===== src/rtl/uart_transmitter.sv =====
// uart_transmitter
//   Serial transmit stage of the UART. Accepts one byte per valid/ready
//   handshake and sends it as: start bit (0), 8 data bits MSB first,
//   optional even-parity bit, stop bit (1). The first data bit lands in the
//   receiver's shift-register MSB and the parity bit in its LSB.
//
// Parameters
//   CLKS_PER_BIT : clock cycles per serial bit (>= 2)
//
// Ports
//   clk       in   transmit clock, rising edge
//   reset_n   in   asynchronous active-low reset
//   tx_data   in   [7:0] byte to send, sampled at accept
//   tx_valid  in   upstream has a byte on tx_data
//   parity_en in   append even-parity bit, sampled at accept
//   tx_ready  out  idle and able to accept (combinational from state)
//   tx_out    out  registered serial line, idle high
//   busy      out  frame in progress (= !tx_ready)
//   done      out  one-cycle pulse in the first idle cycle after a stop bit
module uart_transmitter #(
    parameter int unsigned CLKS_PER_BIT = 16
) (
    input  logic       clk,
    input  logic       reset_n,
    input  logic [7:0] tx_data,
    input  logic       tx_valid,
    input  logic       parity_en,
    output logic       tx_ready,
    output logic       tx_out,
    output logic       busy,
    output logic       done
);

    localparam int unsigned CW = (CLKS_PER_BIT > 1) ? $clog2(CLKS_PER_BIT) : 1;
    localparam logic [CW-1:0] BAUD_LAST = CW'(CLKS_PER_BIT - 1);

    typedef enum logic [2:0] {
        IDLE,
        START,
        DATA,
        PARITY,
        STOP
    } state_t;

    state_t        state_q;
    state_t        state_d;
    logic [CW-1:0] baud_q;
    logic [2:0]    bit_q;
    logic [7:0]    shift_q;
    logic          par_en_q;
    logic          par_q;
    logic          tx_out_q;
    logic          done_q;

    logic          baud_tc;
    logic          accept;
    logic          line_c;

    assign baud_tc  = (baud_q == BAUD_LAST);
    assign tx_ready = (state_q == IDLE);
    assign busy     = !tx_ready;
    assign accept   = tx_ready && tx_valid;
    assign tx_out   = tx_out_q;
    assign done     = done_q;

    // Next-state logic
    always_comb begin
        state_d = state_q;
        case (state_q)
            IDLE:   if (tx_valid) state_d = START;
            START:  if (baud_tc)  state_d = DATA;
            DATA:   if (baud_tc && (bit_q == 3'd7))
                        state_d = par_en_q ? PARITY : STOP;
            PARITY: if (baud_tc)  state_d = STOP;
            STOP:   if (baud_tc)  state_d = IDLE;
            default:              state_d = IDLE;
        endcase
    end

    // Line level for the current state; registered into tx_out so the line
    // trails the FSM by one cycle (start bit appears the edge after accept).
    always_comb begin
        line_c = 1'b1;
        case (state_q)
            IDLE:    line_c = 1'b1;
            START:   line_c = 1'b0;
            DATA:    line_c = shift_q[7];
            PARITY:  line_c = par_q;
            STOP:    line_c = 1'b1;
            default: line_c = 1'b1;
        endcase
    end

    always_ff @(posedge clk or negedge reset_n) begin
        if (!reset_n) begin
            state_q  <= IDLE;
            baud_q   <= '0;
            bit_q    <= '0;
            shift_q  <= '0;
            par_en_q <= 1'b0;
            par_q    <= 1'b0;
            tx_out_q <= 1'b1;
            done_q   <= 1'b0;
        end else begin
            state_q <= state_d;

            // Baud counter restarts on every state change and holds at 0 in IDLE
            if ((state_d != state_q) || baud_tc || (state_q == IDLE))
                baud_q <= '0;
            else
                baud_q <= baud_q + CW'(1);

            if (accept) begin
                shift_q  <= tx_data;
                par_en_q <= parity_en;
                par_q    <= ^tx_data;
                bit_q    <= '0;
            end else if ((state_q == DATA) && baud_tc) begin
                shift_q <= {shift_q[6:0], 1'b0};
                bit_q   <= bit_q + 3'd1;
            end

            tx_out_q <= line_c;
            // Registered so it lands in the first IDLE cycle
            done_q   <= (state_q == STOP) && baud_tc;
        end
    end

endmodule


===== config.mk =====
export PLATFORM = sky130hd
export DESIGN_NAME = uart_transmitter
export DESIGN_NICKNAME = d
export VERILOG_FILES = /design/src/rtl/uart_transmitter.sv
export SDC_FILE = /design/constraint.sdc
export NUM_CORES = 1
export LEC_CHECK = 0
export ABC_AREA = 1
export ABC_CLOCK_PERIOD_IN_PS = 1300
export BUFFER_PORTS_ARGS = -buffer_cell sky130_fd_sc_hd__buf_4
export CAP_MARGIN = 10
export CORE_MARGIN = 2
export CORE_UTILIZATION = 50
export DETAILED_ROUTE_END_ITERATION = 6
export HOLD_SLACK_MARGIN = 0.02
export PLACE_DENSITY = 0.85
export SYNTH_ARGS = -nofsm -noshare
export SYNTH_HDL_FRONTEND = slang
export SYNTH_SLANG_ARGS = --single-unit

===== constraint.sdc =====
create_clock -name clk -period 1.3 [get_ports clk]
set_clock_uncertainty 0.1 [all_clocks]
set_input_delay 0.195 -clock clk [delete_from_list [all_inputs] [get_ports clk]]
set_output_delay 0.195 -clock clk [all_outputs]
set_load 0.005 [all_outputs]

# After elaboration in Yosys (flattened, before gate mapping)
# Cells that the tools add are included.
# totals
output_inout_bits,4
register_bits,22
in_bits,12
word_cells,40
# classes
muxes,13
n_addsub,2
n_eq_ne,7
n_reduce_logical,10
# ops
operator,n
$mux W3,8
$mux W8,2
$pmux W3 S5,1
$reduce_xor A8 Y1,1
$eq A3 B2 Y1 const B,2
$eq A3 B3 Y1 const B,2
$add A4 B1 Y4 const B,1
$eq A4 B4 Y1 const B,1
$logic_and A1 B1 Y1,4
$mux W4,1
$add A3 B1 Y3 const B,1
$eq A3 B1 Y1 const B,1
$logic_not A3 Y1,1
$ne A3 B3 Y1,1
$pmux W1 S3,1
$logic_or A1 B1 Y1,2
$reduce_bool A2 Y1,1
$logic_not A1 Y1,1

# Logic depth before layout (Yosys ltp)
# depth
ltp_word,8
depth_mapped,9
ltp_nobuf,9

# Least setup slack after synthesis
# No wires, ideal clock.
# synth_timing
path_type,flip-flop to flip-flop
from,reg baud_q[0]
to,reg state_q[2]
path_stages_with_launch,7
path_buffers,1
setup_ps,92
t_required_ps,1108
arrival_time_ps,1190
path_slack_ps,-82
period_less_slack_ps,1382
path_cell_list,dfrtp_1 > ha_1 > nand3_4 > nor2_4 > buf_8 > inv_6 > o31ai_2
# synth_between
elab_chain_cells,4
elab_cells_between_ends,7
cone_classes,eq/ne (1); mux (5); reduce/logical (1)
# synth_rtl
element,line,text
start: declaration,47,logic [CW-1:0] baud_q;
start signal: assignment,111,baud_q <= baud_q + CW'(1);
$eq A4 B4 Y1 *,59,assign baud_tc = (baud_q == BAUD_LAST);
$logic_and A1 B1 Y1,72,DATA: if (baud_tc && (bit_q == 3'd7))
$mux W3,72,
$pmux W3 S5 *,69,case (state_q)
via state_d[2],46,state_t state_d;
end signal: assignment,105,state_q <= state_d;
end: declaration,45,state_t state_q;
# Mark *: on every way through the listed nets, which the timed path passes. The rest lies on a longest branch.
# A chain may end at the register's enable or synchronous reset.

# Worst setup path in the final report
# layout_timing
from,reg state_q[1]
to,out busy
# layout_between
elab_chain_cells,2
# layout_rtl
element,line,text
$logic_not A3 Y1,60,assign tx_ready = (state_q == IDLE);
$logic_not A1 Y1,61,assign busy = !tx_ready;
end: declaration,30,"output logic busy,"
# No other way between the ends.

==> impl_metrics.csv <==
group,metric,value,unit
routing,drt_iter0_drc,25,
global_route,grt_util_all_layers,25.44,%
synthesis,synth_xor_area_share,2.201,%
cells_and_area,antenna_cells,0,
power_and_ir_drop,p_per_area,774.4,nW/um^2
sta,final.period_utilization,110.7,%
cells_and_area,stdcell_count,226,
floorplan,rows,17,
floorplan,pin_count,16,
sta,fmax,0.6949,GHz
synthesis,synth_area,1194,sq um
cells_and_area,area_growth_syn_to_layout,41.30,%
synthesis,synth_simple_gate_area_share,30.71,%
placed_design,dpl_worst_slack,-0.07639,ns
synthesis,syn_inst,153,
worst_hold_path,hold_start,"tx_data[0]",
clocking,cts.clk_slew.worst_paths,0.12,ns
sta,hold_viol,0,
worst_setup_path,crit_type,"register to primary output",
synthesis,synth_top_family_by_area,"simple AND/OR/NAND/NOR gates",
clocking,cts_sinks,22,
worst_setup_path,reg2reg_setup_slack,-0.14,ns
synthesis,synth.distinct_cells,26,
run,cap_violations,0,
worst_setup_path,r2r_start,"state_q[2]$_DFF_PN0_",
routing,vias,1182,
routing,routedWlPerCell,13.65,microns
sta,finalWorstSetupSlack,-0.1391,ns
placed_design,io_buffers,15,
cells_and_area,fill_cells,147,
outcome,status,"complete, but fails checks",
clocking,htreeDepth,1,
routing,wirelength,3086,microns
floorplan,die_y,52.86,microns
sta,rsz0062_at_grt,"yes",
worst_setup_path,critPathArrivalTime,1.14,ns
cells_and_area,post-route-util,75.52,%
cells_and_area,nNetsFinal,214,
worst_setup_path,cp-start-kind,"register",
cells_and_area,ff_latch_area,551.8,sq um
clocking,insertion_delay,0.30,ns
sta,hold_slack,0.06928,ns
global_route,grt_start_max_net_pins,23,
sta,slew_violations,0,
worst_setup_path,timing.rr.end,"shift_q[2]$_DFFE_PN0P_",
floorplan,core_area,2233,sq um
placed_design,globalplace.congestion,0.7855,
routing,viasPerCell,5.230,
synthesis,synthAdderAreaFrac,3.145,%
placed_design,dp.final_hpwl,1847,microns
worst_setup_path,worstPathRequired,1.00,ns
worst_setup_path,worstRegToRegCells,6,
global_route,grt_pass1_vias,1230,
synthesis,synthMuxAreaShare,0,%
clocking,clock-root-buffer,"clkbuf_4",
synthesis,yosys_warnings,0,
routing,drt-pass1-iter-count,4,
global_route,grt_pass1_wl,5112,microns
synthesis,syn_area_per_cell,7.802,sq um
power_and_ir_drop,ir_drop,0.5526,mV
worst_setup_path,cp-end-kind,"primary output",
global_route,grt_overflow_total,0,
clocking,cts_buffers,3,
power_and_ir_drop,leakage,0.9017,nW
worst_setup_path,worstPathMaxFanout,2,
floorplan,dieArea,2794,sq um
clocking,cts_tree,"done",
cells_and_area,layout-drive-gt1-share,38.38,%
synthesis,synth_compound_area_share,8.700,%
sta,final-setup-viol-count,18,
sta,fin_setup_tns,-1.748,ns
sta,worst_pin_slew,0.2828,ns
cells_and_area,multiInputGateArea,630.6,sq um
clocking,clockBufferDepth,2,
synthesis,yosys_register_bits,22,
routing,ant_nets,0,
routing,drc,0,
synthesis,yosysSeqAreaShare,46.23,%
outcome,violations,"negative setup slack",
placed_design,dpl.cell_count,206,
synthesis,syn-num-nets,168,
floorplan,die_w,52.86,microns
worst_hold_path,min_to,"shift_q[0]$_DFFE_PN0P_",
floorplan,initial_core_util,53.45,%
global_route,antenna_found_initial,0,
worst_hold_path,hold_class,"input port to register",
sta,period_needed,1.439,ns
sta,maxSlewHeadroom,81.15,%
worst_hold_path,min_path_cells,3,
-- sequential cells by signal, indices dropped and copies added, names as in the netlist --
register,count
baud_q,4
done,1
shift_q,8
bit_q,3
par_en_q,1
tx_out,1
state_q,3
par_q,1
-- how the worst max path moves through the flow --
stage,startpoint,to,cells past startpoint
final,state_q[1]$_DFF_PN0_,busy,4
after global routing,state_q[1]$_DFF_PN0_,tx_ready,5
after CTS,state_q[0]$_DFF_PN0_,busy,4
after detailed placement,baud_q[1]$_DFF_PN0_,state_q[2]$_DFF_PN0_,5
after global placement,state_q[2]$_DFF_PN0_,shift_q[7]$_DFFE_PN0P_,6
after floorplan,baud_q[0]$_DFF_PN0_,state_q[2]$_DFF_PN0_,6
-- logic make-up (layout without fill, tap and decap cells) --
family,Yosys count,in the layout
and+or+nand+nor,86,87
buffers and inverters,24,68
DFF,22,22
AOI/OAI and AO/OA,15,15
adders and majority gates,3,3
xor gates and xnor gates,3,3
-- layer usage --
| layer | part of all wire (%) | track usage (%) |
|---|---|---|
| met4 | 4.8 | 16.24 |
| met1 | 38 | 26.22 |
| met3 | 4.0 | 4.802 |
| met5 | 0 | 0 |
| met2 | 53 | 46.46 |
-- synthesized netlist by cell type --
master	n	area share, %
a21oi_1	1	0.42
a22oi_1	2	1.3
buf_2	1	0.42
buf_8	1	1.3
dfrtp_1	21	44
dfstp_2	1	2.2
ha_1	3	3.1
inv_1	20	6.3
inv_2	1	0.31
inv_6	1	0.73
nand2_1	61	19
nand2_2	1	0.52
nand3_1	5	2.1
nand3_4	1	1.5
nand4_1	1	0.52
nor2_1	13	4.1
nor2_2	1	0.52
nor2_4	2	1.9
nor3_1	1	0.42
o211ai_1	5	3.1
o21ai_0	3	1.3
o21ai_1	2	0.84
o21ai_2	1	0.73
o31ai_2	1	1.0
xnor2_1	2	1.5
xor2_1	1	0.73
-- final cells by class --
class                   instances  area share (%)
multi-input cells             108           37.39
repair buffers                 42           20.33
clock buffers                   4           2.151
inverters                      22           5.341
well taps                      28           2.077
flip-flops and latches         22           32.72
-- metrics by stage --
step	area, sq um	power [mW]
2_1_floorplan	1206	0.8217
3_3_place_gp	1424	0.8982
3_5_place_dp	1424	0.9077
4_1_cts	1613	1.306
5_1_grt	1687	1.375
6_report	1687	1.306
-- power breakdown --
part           leakage (nW)  internal [mW]  switching, mW
Clock                0.0210          0.171          0.206
Sequential            0.286          0.706         0.0149
Combinational         0.595         0.0923          0.116
Total                 0.902          0.969          0.337
-- worst max-delay path: stages, from the launching register on --
cell and delay (ns):
dfrtp_1 0.41, nor2_2 0.15, buf_6 0.12, nand2_4 0.04, buf_4 0.13
-- layout by cell type, fill, tap and decap left out, types with 2 or more instances in the layout --
cell type      Yosys  routed
nor2_4             2       4
nand2_2            1       5
nand2_1           61      55
ha_2               0       2
clkbuf_4           0       3
dlygate4sd3_1      0       2
o21ai_2            1       2
inv_1             20      17
nand3_1            5       3
nand3_2            0       2
xnor2_1            2       2
inv_2              1       3
nor2_2             1       6
nor2_1            13       7
buf_6              0       6
nand2_4            0       2
a22oi_1            2       2
buf_4              0      34
dfrtp_1           21      21
o21ai_1            2       3
o211ai_1           5       5
-- repair_timing --
action,in CTS,in global routing
hold endpoints to repair,23,0
gates resized for setup,23,11
pin swaps,11,3
hold buffers,2,0
cloned,1,0
setup endpoints to repair,16,22
setup buffers,8,5
Power figures use the tool's default switching activity.
